==> config.mk <==
export PLATFORM = sky130hd
export DESIGN_NAME = systolic_array_controller_flat
export DESIGN_NICKNAME = d
export VERILOG_FILES = /design/src/rtl/systolic_array_controller_if.sv /design/src/rtl/systolic_array_controller.sv /design/src/flat_wrapper.sv
export SDC_FILE = /design/constraint.sdc
export NUM_CORES = 1
export LEC_CHECK = 0
export ABC_AREA = 1
export CORE_AREA = 2 2 306 308
export DETAILED_ROUTE_END_ITERATION = 7
export DIE_AREA = 0 0 308 310
export GPL_TIMING_DRIVEN = 0
export PLACE_DENSITY = 0.7
export RECOVER_POWER = 100
export SKIP_LAST_GASP = 1
export SLEW_MARGIN = 10
export SYNTH_ARGS = -nofsm -noshare
export SYNTH_HDL_FRONTEND = slang
export SYNTH_SLANG_ARGS = --single-unit
==> constraint.sdc <==
create_clock -name clk_in -period 2.4 [get_ports clk_in]
set_input_delay 0.36 -clock clk_in [delete_from_list [all_inputs] [get_ports clk_in]]
set_output_delay 0.36 -clock clk_in [all_outputs]
set_load 0.05 [all_outputs]
==> src/rtl/systolic_array_controller_if.sv <==
`default_nettype none
// ============================================================================
// systolic_array_controller_if : job control, weight/activation streams,
// array-side and result buses for systolic_array_controller.
// Optional reuse_weights_in exists when SA_CTRL_WEIGHT_REUSE_EN is defined.
// Revision: 1.0
// ============================================================================
interface systolic_array_controller_if #(
  parameter int ROWS        = 8,
  parameter int COLS        = 8,
  parameter int FPW         = 16,
  parameter int BATCH_WIDTH = 8
);
  logic                   start_in;
  logic [BATCH_WIDTH-1:0] batch_len_in;
`ifdef SA_CTRL_WEIGHT_REUSE_EN
  logic                   reuse_weights_in;
`endif
  logic                   busy_out;
  logic                   done_out;

  logic                   wt_valid_in;
  logic                   wt_ready_out;
  logic [COLS*FPW-1:0]    wt_data_in;

  logic                   act_valid_in;
  logic                   act_ready_out;
  logic [ROWS*FPW-1:0]    act_data_in;

  logic                   sa_weights_valid_out;
  logic [COLS*FPW-1:0]    sa_weights_out;
  logic [ROWS*FPW-1:0]    sa_activations_out;
  logic [COLS*FPW-1:0]    sa_sum_in;

  logic                   res_valid_out;
  logic [COLS*FPW-1:0]    res_data_out;

  // Controller side
  modport slave (
`ifdef SA_CTRL_WEIGHT_REUSE_EN
    input  reuse_weights_in,
`endif
    input  start_in, batch_len_in,
    output busy_out, done_out,
    input  wt_valid_in, wt_data_in,
    output wt_ready_out,
    input  act_valid_in, act_data_in,
    output act_ready_out,
    output sa_weights_valid_out, sa_weights_out, sa_activations_out,
    input  sa_sum_in,
    output res_valid_out, res_data_out
  );

  // Scheduler / SRAM / array side
  modport master (
`ifdef SA_CTRL_WEIGHT_REUSE_EN
    output reuse_weights_in,
`endif
    output start_in, batch_len_in,
    input  busy_out, done_out,
    output wt_valid_in, wt_data_in,
    input  wt_ready_out,
    output act_valid_in, act_data_in,
    input  act_ready_out,
    input  sa_weights_valid_out, sa_weights_out, sa_activations_out,
    output sa_sum_in,
    input  res_valid_out, res_data_out
  );
endinterface
`default_nettype wire

==> src/rtl/systolic_array_controller.sv <==
`default_nettype none
// ============================================================================
// systolic_array_controller : sequences one systolic-array job (weight load,
// skewed activation stream, result deskew). Optional: SA_CTRL_WEIGHT_REUSE_EN.
// Revision: 1.0
// ============================================================================
module systolic_array_controller #(
  parameter int SYSTOLIC_ARRAY_ROWS = 8,
  parameter int SYSTOLIC_ARRAY_COLS = 8,
  parameter int FIXED_POINT_WIDTH   = 16,
  parameter int SA_LATENCY          = 8,
  parameter int BATCH_WIDTH         = 8
) (
  input  wire logic                   clk_in,
  input  wire logic                   rst_n_in,
  systolic_array_controller_if.slave  bus
);

  localparam int C_ROWS      = SYSTOLIC_ARRAY_ROWS;
  localparam int C_COLS      = SYSTOLIC_ARRAY_COLS;
  localparam int C_FPW       = FIXED_POINT_WIDTH;
  localparam int C_VLD_DEPTH = SA_LATENCY + C_COLS + 1;
  localparam int C_RCNT_W    = $clog2(C_ROWS + 1);

  typedef enum logic [2:0] {
    ST_IDLE   = 3'd0,
    ST_LOAD_W = 3'd1,
    ST_STREAM = 3'd2,
    ST_DRAIN  = 3'd3,
    ST_DONE   = 3'd4
  } state_t;

  state_t                  state_q, state_d;
  logic [C_RCNT_W-1:0]     row_cnt_q, row_cnt_d;
  logic [BATCH_WIDTH-1:0]  act_cnt_q, act_cnt_d;
  logic [BATCH_WIDTH-1:0]  batch_len_q, batch_len_d;
  logic [C_VLD_DEPTH-1:0]  vld_q;
  logic                    wvalid_q;
  logic [C_COLS*C_FPW-1:0] wdata_q;
`ifdef SA_CTRL_WEIGHT_REUSE_EN
  logic                    wloaded_q, wloaded_d;
`endif

  logic                    wt_ready;
  logic                    act_ready;
  logic                    wt_hs;
  logic                    act_hs;
  logic                    row_last;
  logic                    act_last;
  logic [C_ROWS*C_FPW-1:0] skew_vec;
  logic [C_COLS*C_FPW-1:0] deskew_vec;

  assign wt_ready  = (state_q == ST_LOAD_W);
  assign act_ready = (state_q == ST_STREAM) && (act_cnt_q < batch_len_q);
  assign wt_hs     = bus.wt_valid_in  & wt_ready;
  assign act_hs    = bus.act_valid_in & act_ready;
  assign row_last  = (row_cnt_q == C_RCNT_W'(C_ROWS - 1));
  assign act_last  = (act_cnt_q == (batch_len_q - BATCH_WIDTH'(1)));

  always_comb begin
    state_d     = state_q;
    row_cnt_d   = row_cnt_q;
    act_cnt_d   = act_cnt_q;
    batch_len_d = batch_len_q;
`ifdef SA_CTRL_WEIGHT_REUSE_EN
    wloaded_d   = wloaded_q;
`endif
    case (state_q)
      ST_IDLE: begin
        if (bus.start_in) begin
          batch_len_d = bus.batch_len_in;
          row_cnt_d   = '0;
          act_cnt_d   = '0;
`ifdef SA_CTRL_WEIGHT_REUSE_EN
          // Resident weights are only trusted after a complete load since reset
          if (bus.reuse_weights_in && wloaded_q)
            state_d = (bus.batch_len_in == '0) ? ST_DONE : ST_STREAM;
          else
            state_d = ST_LOAD_W;
`else
          state_d = ST_LOAD_W;
`endif
        end
      end
      ST_LOAD_W: begin
        if (wt_hs) begin
          if (row_last) begin
            row_cnt_d = C_RCNT_W'(C_ROWS);
            state_d   = (batch_len_q == '0) ? ST_DONE : ST_STREAM;
`ifdef SA_CTRL_WEIGHT_REUSE_EN
            wloaded_d = 1'b1;
`endif
          end else begin
            row_cnt_d = row_cnt_q + C_RCNT_W'(1);
          end
        end
      end
      ST_STREAM: begin
        if (act_hs) begin
          act_cnt_d = act_cnt_q + BATCH_WIDTH'(1);
          if (act_last) state_d = ST_DRAIN;
        end
      end
      ST_DRAIN: begin
        // Leave when only the final stage (if any) is still occupied, so DONE
        // lands one cycle after the last result.
        if (vld_q[C_VLD_DEPTH-2:0] == '0) state_d = ST_DONE;
      end
      ST_DONE: state_d = ST_IDLE;
      default: state_d = ST_IDLE;
    endcase
  end

  always_ff @(posedge clk_in) begin
    if (!rst_n_in) begin
      state_q     <= ST_IDLE;
      row_cnt_q   <= '0;
      act_cnt_q   <= '0;
      batch_len_q <= '0;
      vld_q       <= '0;
      wvalid_q    <= 1'b0;
      wdata_q     <= '0;
`ifdef SA_CTRL_WEIGHT_REUSE_EN
      wloaded_q   <= 1'b0;
`endif
    end else begin
      state_q     <= state_d;
      row_cnt_q   <= row_cnt_d;
      act_cnt_q   <= act_cnt_d;
      batch_len_q <= batch_len_d;
      vld_q       <= {vld_q[C_VLD_DEPTH-2:0], act_hs};
      wvalid_q    <= wt_hs;
      wdata_q     <= wt_hs ? bus.wt_data_in : '0;
`ifdef SA_CTRL_WEIGHT_REUSE_EN
      wloaded_q   <= wloaded_d;
`endif
    end
  end

  // Lane r sits behind r+1 registers; gaps in the stream inject zeros.
  for (genvar r = 0; r < C_ROWS; r++) begin : g_skew
    localparam int C_DEPTH = r + 1;
    logic [C_FPW-1:0] skew_q [C_DEPTH];

    always_ff @(posedge clk_in) begin
      if (!rst_n_in) begin
        for (int k = 0; k < C_DEPTH; k++) skew_q[k] <= '0;
      end else begin
        skew_q[0] <= act_hs ? bus.act_data_in[r*C_FPW +: C_FPW] : '0;
        for (int k = 1; k < C_DEPTH; k++) skew_q[k] <= skew_q[k-1];
      end
    end

    assign skew_vec[r*C_FPW +: C_FPW] = skew_q[C_DEPTH-1];
  end

  // Column c waits COLS-1-c cycles plus one output register.
  for (genvar c = 0; c < C_COLS; c++) begin : g_deskew
    localparam int C_DEPTH = C_COLS - c;
    logic [C_FPW-1:0] dsk_q [C_DEPTH];

    always_ff @(posedge clk_in) begin
      if (!rst_n_in) begin
        for (int k = 0; k < C_DEPTH; k++) dsk_q[k] <= '0;
      end else begin
        dsk_q[0] <= bus.sa_sum_in[c*C_FPW +: C_FPW];
        for (int k = 1; k < C_DEPTH; k++) dsk_q[k] <= dsk_q[k-1];
      end
    end

    assign deskew_vec[c*C_FPW +: C_FPW] = dsk_q[C_DEPTH-1];
  end

  assign bus.busy_out             = (state_q != ST_IDLE);
  assign bus.done_out             = (state_q == ST_DONE);
  assign bus.wt_ready_out         = wt_ready;
  assign bus.act_ready_out        = act_ready;
  assign bus.sa_weights_valid_out = wvalid_q;
  assign bus.sa_weights_out       = wdata_q;
  assign bus.sa_activations_out   = skew_vec;
  assign bus.res_valid_out        = vld_q[C_VLD_DEPTH-1];
  assign bus.res_data_out         = vld_q[C_VLD_DEPTH-1] ? deskew_vec : '0;

endmodule
`default_nettype wire

==> src/flat_wrapper.sv <==
// flat-port wrapper written by rule: the top's interface ports become plain ports
module systolic_array_controller_flat 
#(
  parameter int SYSTOLIC_ARRAY_ROWS = 8,
  parameter int SYSTOLIC_ARRAY_COLS = 8,
  parameter int FIXED_POINT_WIDTH   = 16,
  parameter int SA_LATENCY          = 8,
  parameter int BATCH_WIDTH         = 8
)
  (clk_in, rst_n_in, bus_start_in, bus_batch_len_in, bus_busy_out, bus_done_out, bus_wt_valid_in, bus_wt_data_in, bus_wt_ready_out, bus_act_valid_in, bus_act_data_in, bus_act_ready_out, bus_sa_weights_valid_out, bus_sa_weights_out, bus_sa_activations_out, bus_sa_sum_in, bus_res_valid_out, bus_res_data_out);
  systolic_array_controller_if #(.ROWS((8)), .COLS((8)), .FPW((16)), .BATCH_WIDTH(BATCH_WIDTH)) bus_i ();
  input  wire logic clk_in;
  input  wire logic rst_n_in;
  input wire logic [$bits(bus_i.start_in)-1:0] bus_start_in;
  input wire logic [$bits(bus_i.batch_len_in)-1:0] bus_batch_len_in;
  output wire logic [$bits(bus_i.busy_out)-1:0] bus_busy_out;
  output wire logic [$bits(bus_i.done_out)-1:0] bus_done_out;
  input wire logic [$bits(bus_i.wt_valid_in)-1:0] bus_wt_valid_in;
  input wire logic [$bits(bus_i.wt_data_in)-1:0] bus_wt_data_in;
  output wire logic [$bits(bus_i.wt_ready_out)-1:0] bus_wt_ready_out;
  input wire logic [$bits(bus_i.act_valid_in)-1:0] bus_act_valid_in;
  input wire logic [$bits(bus_i.act_data_in)-1:0] bus_act_data_in;
  output wire logic [$bits(bus_i.act_ready_out)-1:0] bus_act_ready_out;
  output wire logic [$bits(bus_i.sa_weights_valid_out)-1:0] bus_sa_weights_valid_out;
  output wire logic [$bits(bus_i.sa_weights_out)-1:0] bus_sa_weights_out;
  output wire logic [$bits(bus_i.sa_activations_out)-1:0] bus_sa_activations_out;
  input wire logic [$bits(bus_i.sa_sum_in)-1:0] bus_sa_sum_in;
  output wire logic [$bits(bus_i.res_valid_out)-1:0] bus_res_valid_out;
  output wire logic [$bits(bus_i.res_data_out)-1:0] bus_res_data_out;
  assign bus_i.start_in = bus_start_in;
  assign bus_i.batch_len_in = bus_batch_len_in;
  assign bus_busy_out = bus_i.busy_out;
  assign bus_done_out = bus_i.done_out;
  assign bus_i.wt_valid_in = bus_wt_valid_in;
  assign bus_i.wt_data_in = bus_wt_data_in;
  assign bus_wt_ready_out = bus_i.wt_ready_out;
  assign bus_i.act_valid_in = bus_act_valid_in;
  assign bus_i.act_data_in = bus_act_data_in;
  assign bus_act_ready_out = bus_i.act_ready_out;
  assign bus_sa_weights_valid_out = bus_i.sa_weights_valid_out;
  assign bus_sa_weights_out = bus_i.sa_weights_out;
  assign bus_sa_activations_out = bus_i.sa_activations_out;
  assign bus_i.sa_sum_in = bus_sa_sum_in;
  assign bus_res_valid_out = bus_i.res_valid_out;
  assign bus_res_data_out = bus_i.res_data_out;
  systolic_array_controller #(.SYSTOLIC_ARRAY_ROWS(SYSTOLIC_ARRAY_ROWS), .SYSTOLIC_ARRAY_COLS(SYSTOLIC_ARRAY_COLS), .FIXED_POINT_WIDTH(FIXED_POINT_WIDTH), .SA_LATENCY(SA_LATENCY), .BATCH_WIDTH(BATCH_WIDTH)) u_core (.clk_in(clk_in), .rst_n_in(rst_n_in), .bus(bus_i));
endmodule
==> results_tabular.tex <==
\begin{tabular}{lr}
\hline
Metric & Value \\
\hline
\multicolumn{2}{l}{\textbf{STA}} \\
\quad Final-report max-slew violation count & 0 \\
\quad Final period demand of the worst path & 2.39 ns \\
\quad Hold Vio Cnt, Final & 0 \\
\quad Worst hold slack after final layout & 0.137 ns \\
\quad Worst-case clock skew & 0.0293 ns \\
\quad Setup violators final & 0 \\
\quad Worst Max-Slew Pin Slew & 1.07 ns \\
\quad Unrepaired setup endpoints after global routing & true \\
\quad Max transition margin & 0.287 \\
\quad Final critical-path share of the clock period & 0.997 \\
\quad Max Clk Rate & 418 MHz \\
\multicolumn{2}{l}{\textbf{Setup path}} \\
\quad Data arrival time at the worst-slack endpoint & 2.98 ns \\
\quad Sort of element at the end of the critical path & register \\
\quad Series of cell instances along the critical path & inv\_1 > nand2\_1 > nor2\_4 > inv\_2 > nor2\_2 > inv\_2 > nor2\_1 > inv\_2 > buf\_2 > buf\_2 > nor2\_1 \\
\quad Most common cell type on the critical path & inv\_2 \\
\quad Cell with the biggest individual delay on the critical path & nor2\_1 \\
\quad Largest stage delay, worst path & 0.42 ns \\
\quad Biggest fanout along the worst timing path & 10 \\
\quad Largest delay share family, worst path & simple AND/OR/NAND/NOR gates \\
\quad CP Launch Type & register \\
\quad Number of buffer and inverter stages on the critical path & 6 \\
\quad Required time at the worst-slack endpoint & 2.99 ns \\
\quad Category of the most critical setup path & reg2reg \\
\multicolumn{2}{l}{\textbf{Clock tree}} \\
\quad Clock net sink count & 1321 \\
\quad Count of hold-fix buffers inserted at cts & 0 \\
\quad CTS Root Buffer Type & clkbuf\_16 \\
\quad CTS tree & built \\
\quad Clock Pin Slew Worst Setup and Hold Paths & 0.06 ns \\
\quad CTS H-tree lvls & 4 \\
\quad Later-pin clock latency in the skew report & 0.74 ns \\
\quad Maximum count of clock buffers along a single path & 3 \\
\quad Cts bufs inserted & 133 \\
\multicolumn{2}{l}{\textbf{Die}} \\
\quad Overall die area & 0.0955 sq mm \\
\quad Number of cell rows & 112 \\
\quad Die Span Y & 310 microns \\
\quad Horiz. Die Dim & 308 microns \\
\quad Standard cell core area & 0.0925 sq mm \\
\quad Top-level I/O count & 787 \\
\quad Effective utilization at floorplan & 0.439 \\
\multicolumn{2}{l}{\textbf{Detailed routing}} \\
\quad Vias per cell & 3.92 \\
\quad Router iterations before antenna repair & 5 \\
\quad Post-detailed-route DRC marker count & 0 \\
\quad Antenna viol nets, final & 0 \\
\quad Via count & 27100 \\
\quad Average wire per standard cell & 14.4 microns \\
\quad Number of violations reported at the end of detailed-routing iteration 0 & 1220 \\
\quad Routed wire length & 99700 microns \\
\multicolumn{2}{l}{\textbf{Synth}} \\
\quad Cell type with the highest aggregate area in the netlist & dfxtp\_1 \\
\quad Per-instance average area after synthesis & 8.71 sq um \\
\quad Fraction of post-synthesis cell area in the top cell type by area & 0.651 \\
\quad Unique masters post-synth & 28 \\
\quad Biggest area contributors in the synthesized netlist & dfxtp\_1 (65\%), inv\_1 (14\%), nand2\_1 (11\%) \\
\quad Count of mapped cells out of synthesis & 4660 \\
\quad Number of synthesized register bits & 1321 \\
\quad Post-synth EDFFs & 0 \\
\quad Seq/Total Area, Yosys & 0.651 \\
\quad Synth Cell Area & 0.0406 sq mm \\
\quad Post-synth top flop & dfxtp\_1 \\
\quad Top cell types by occurrence after synthesis & inv\_1 (1464), dfxtp\_1 (1321), nand2\_1 (1228) \\
\quad Most used standard cell by instance count after synthesis & inv\_1 \\
\quad Count of warnings emitted by yosys & 0 \\
\quad Synthesized netlist net count & 5069 \\
\quad Share of async-settable or async-resettable flops after synthesis & 0 \\
\multicolumn{2}{l}{\textbf{Global routing}} \\
\quad Vias in the first global route & 25900 \\
\quad Maximum number of pins on one net before global-route repair & 17 \\
\quad Wire length of the first global-routing pass & 146000 microns \\
\quad All-layer global routing usage & 0.204 \\
\quad Antenna violations before repair & 29 \\
\quad Total congestion overflow & 0 \\
\multicolumn{2}{l}{\textbf{Pwr}} \\
\quad Worst vdd ir & 0.000589 V \\
\quad Leakage component of the power & 32.1 nW \\
\quad Total power per unit cell area & 883 mW/mm\^{}2 \\
\quad Overall power after layout & 0.0481 W \\
\multicolumn{2}{l}{\textbf{Min path}} \\
\quad Path type of the worst min-delay path & in2reg \\
\multicolumn{2}{l}{\textbf{Placement}} \\
\quad Area after DPL & 0.0500 sq mm \\
\quad Count of input and output buffers & 785 \\
\quad Count of placed standard cells including taps & 6642 \\
\quad HPWL after detailed placement & 75500 microns \\
\quad GP Congestion & 0.839 \\
\multicolumn{2}{l}{\textbf{Cells and area}} \\
\quad Non-filler cells in the finished layout & 6907 \\
\quad Fin area & 0.0545 sq mm \\
\quad Area growth from synthesis to final layout & 34.1\% \\
\quad Final net count & 6000 \\
\quad Fraction of layout instances using a drive strength above 1 & 0.119 \\
\multicolumn{2}{l}{\textbf{Outcome}} \\
\quad Run status & finished clean \\
\multicolumn{2}{l}{\textbf{Job}} \\
\quad Max\_cap viols & 0 \\
\hline
\end{tabular}
-- kinds of logic after synthesis --
kind of cell / share of synthesized area
xor gates and xnor gates: 0.000986
DFF: 0.651
and+or+nand+nor: 0.164
buffers and inverters: 0.174
AOI/OAI and AO/OA: 0.00561
adders and majority gates: 0.00370
-- sequential cells by signal, indices dropped and copies added (netlist names) --
signal / count
u_core.bus.sa_weights_valid_out: 1
u_core.row_cnt_q: 4
u_core.batch_len_q: 8
u_core.state_q: 3
u_core.vld_q: 17
u_core.g_deskew.dsk_q: 576
u_core.act_cnt_q: 8
u_core.bus.sa_weights_out: 128
u_core.g_skew.skew_q: 576
-- cell type report --
type | instances | area (sq um)
fill | 7876 | 38000
sequential | 1321 | 26500
timing repair buffer | 796 | 7580
multi-input combinational | 1614 | 7200
inverter | 1469 | 5520
clock buffer | 189 | 3860
buffer | 256 | 1670
tap | 1197 | 1500
clock inverter | 53 | 627
antenna | 12 | 30.0
-- metal layers --
metal / vias up / track usage / share of wire
met4: 32 / 0.0853 / 0.030
met2: 673 / 0.346 / 0.48
met1: 11800 / 0.233 / 0.41
met3: 207 / 0.0760 / 0.081
met5: - / 0 / 0.0020
li1: 14400 / - / -
-- power by group --
| group | leakage (nW) | total, W | switching [W] | internal, W |
|---|---|---|---|---|
| combinational | 19.2 | 0.00445 | 0.00273 | 0.00172 |
| sequential | 10.7 | 0.0229 | 0.000262 | 0.0227 |
| clock | 2.21 | 0.0207 | 0.00860 | 0.0121 |
-- final timing paths --
path / slack [ns] / depth (start not counted) / start / endpoint
max reg2reg: 0.007 / 11 / u_core.state_q[2] / u_core.bus.sa_weights_out[38]
min: 0.14 / 3 / bus_sa_sum_in[110] / u_core.g_deskew[6].dsk_q[0][14]
min reg2reg: 0.40 / 2 / u_core.g_deskew[4].dsk_q[2][1] / u_core.g_deskew[4].dsk_q[3][1]
max: 0.007 / 11 / u_core.state_q[2] / u_core.bus.sa_weights_out[38]
-- cells in the final DEF (no fill, tap or decap), drive strengths merged --
master         instances
inv                 1475
dfxtp               1321
nand2               1230
clkdlybuf4s50        624
clkbuf               322
nor2                 296
buf                  257
clkinv                36
dlygate4sd2           27
a21oi                 26
nand3                 17
o21ai                 15
diode                 12
ha                    12
nor3                   8
bufinv                 7
clkdlybuf4s15          7
clkinvlp               4
dlymetal6s2s           4
xnor2                  2
nand4                  2
o21a                   2
nor3b                  1
xnor3                  1
and3                   1
a211oi                 1
-- worst register-to-register path, delay by kind of cell, from the launching register on --
kind,cells,cell delay (ns)
flip-flops,1,0.31
buffers and inverters,6,0.71
AND/OR/NAND/NOR,5,1.22
-- metrics by stage --
stage / TNS, ns / util / worst slack (ns)
3_3_place_gp: -161.87 / 0.540 / -1.33
2_1_floorplan: 0 / - / 0.426
4_1_cts: -0.157 / 0.586 / -0.0800
6_report: 0 / 0.589 / 0.00710
3_5_place_dp: -110.04 / 0.540 / -1.06
5_1_grt: -0.221 / 0.589 / -0.0880
-- what timing repair did --
action / 4_1_cts / 5_1_grt
setup endpoints to repair: 160 / 58
setup buffers: 8 / 2
pin swaps: 9 / 7
gates resized for setup: 780 / 68
gates cloned: 1 / 0
Power figures use the tool's default switching activity.
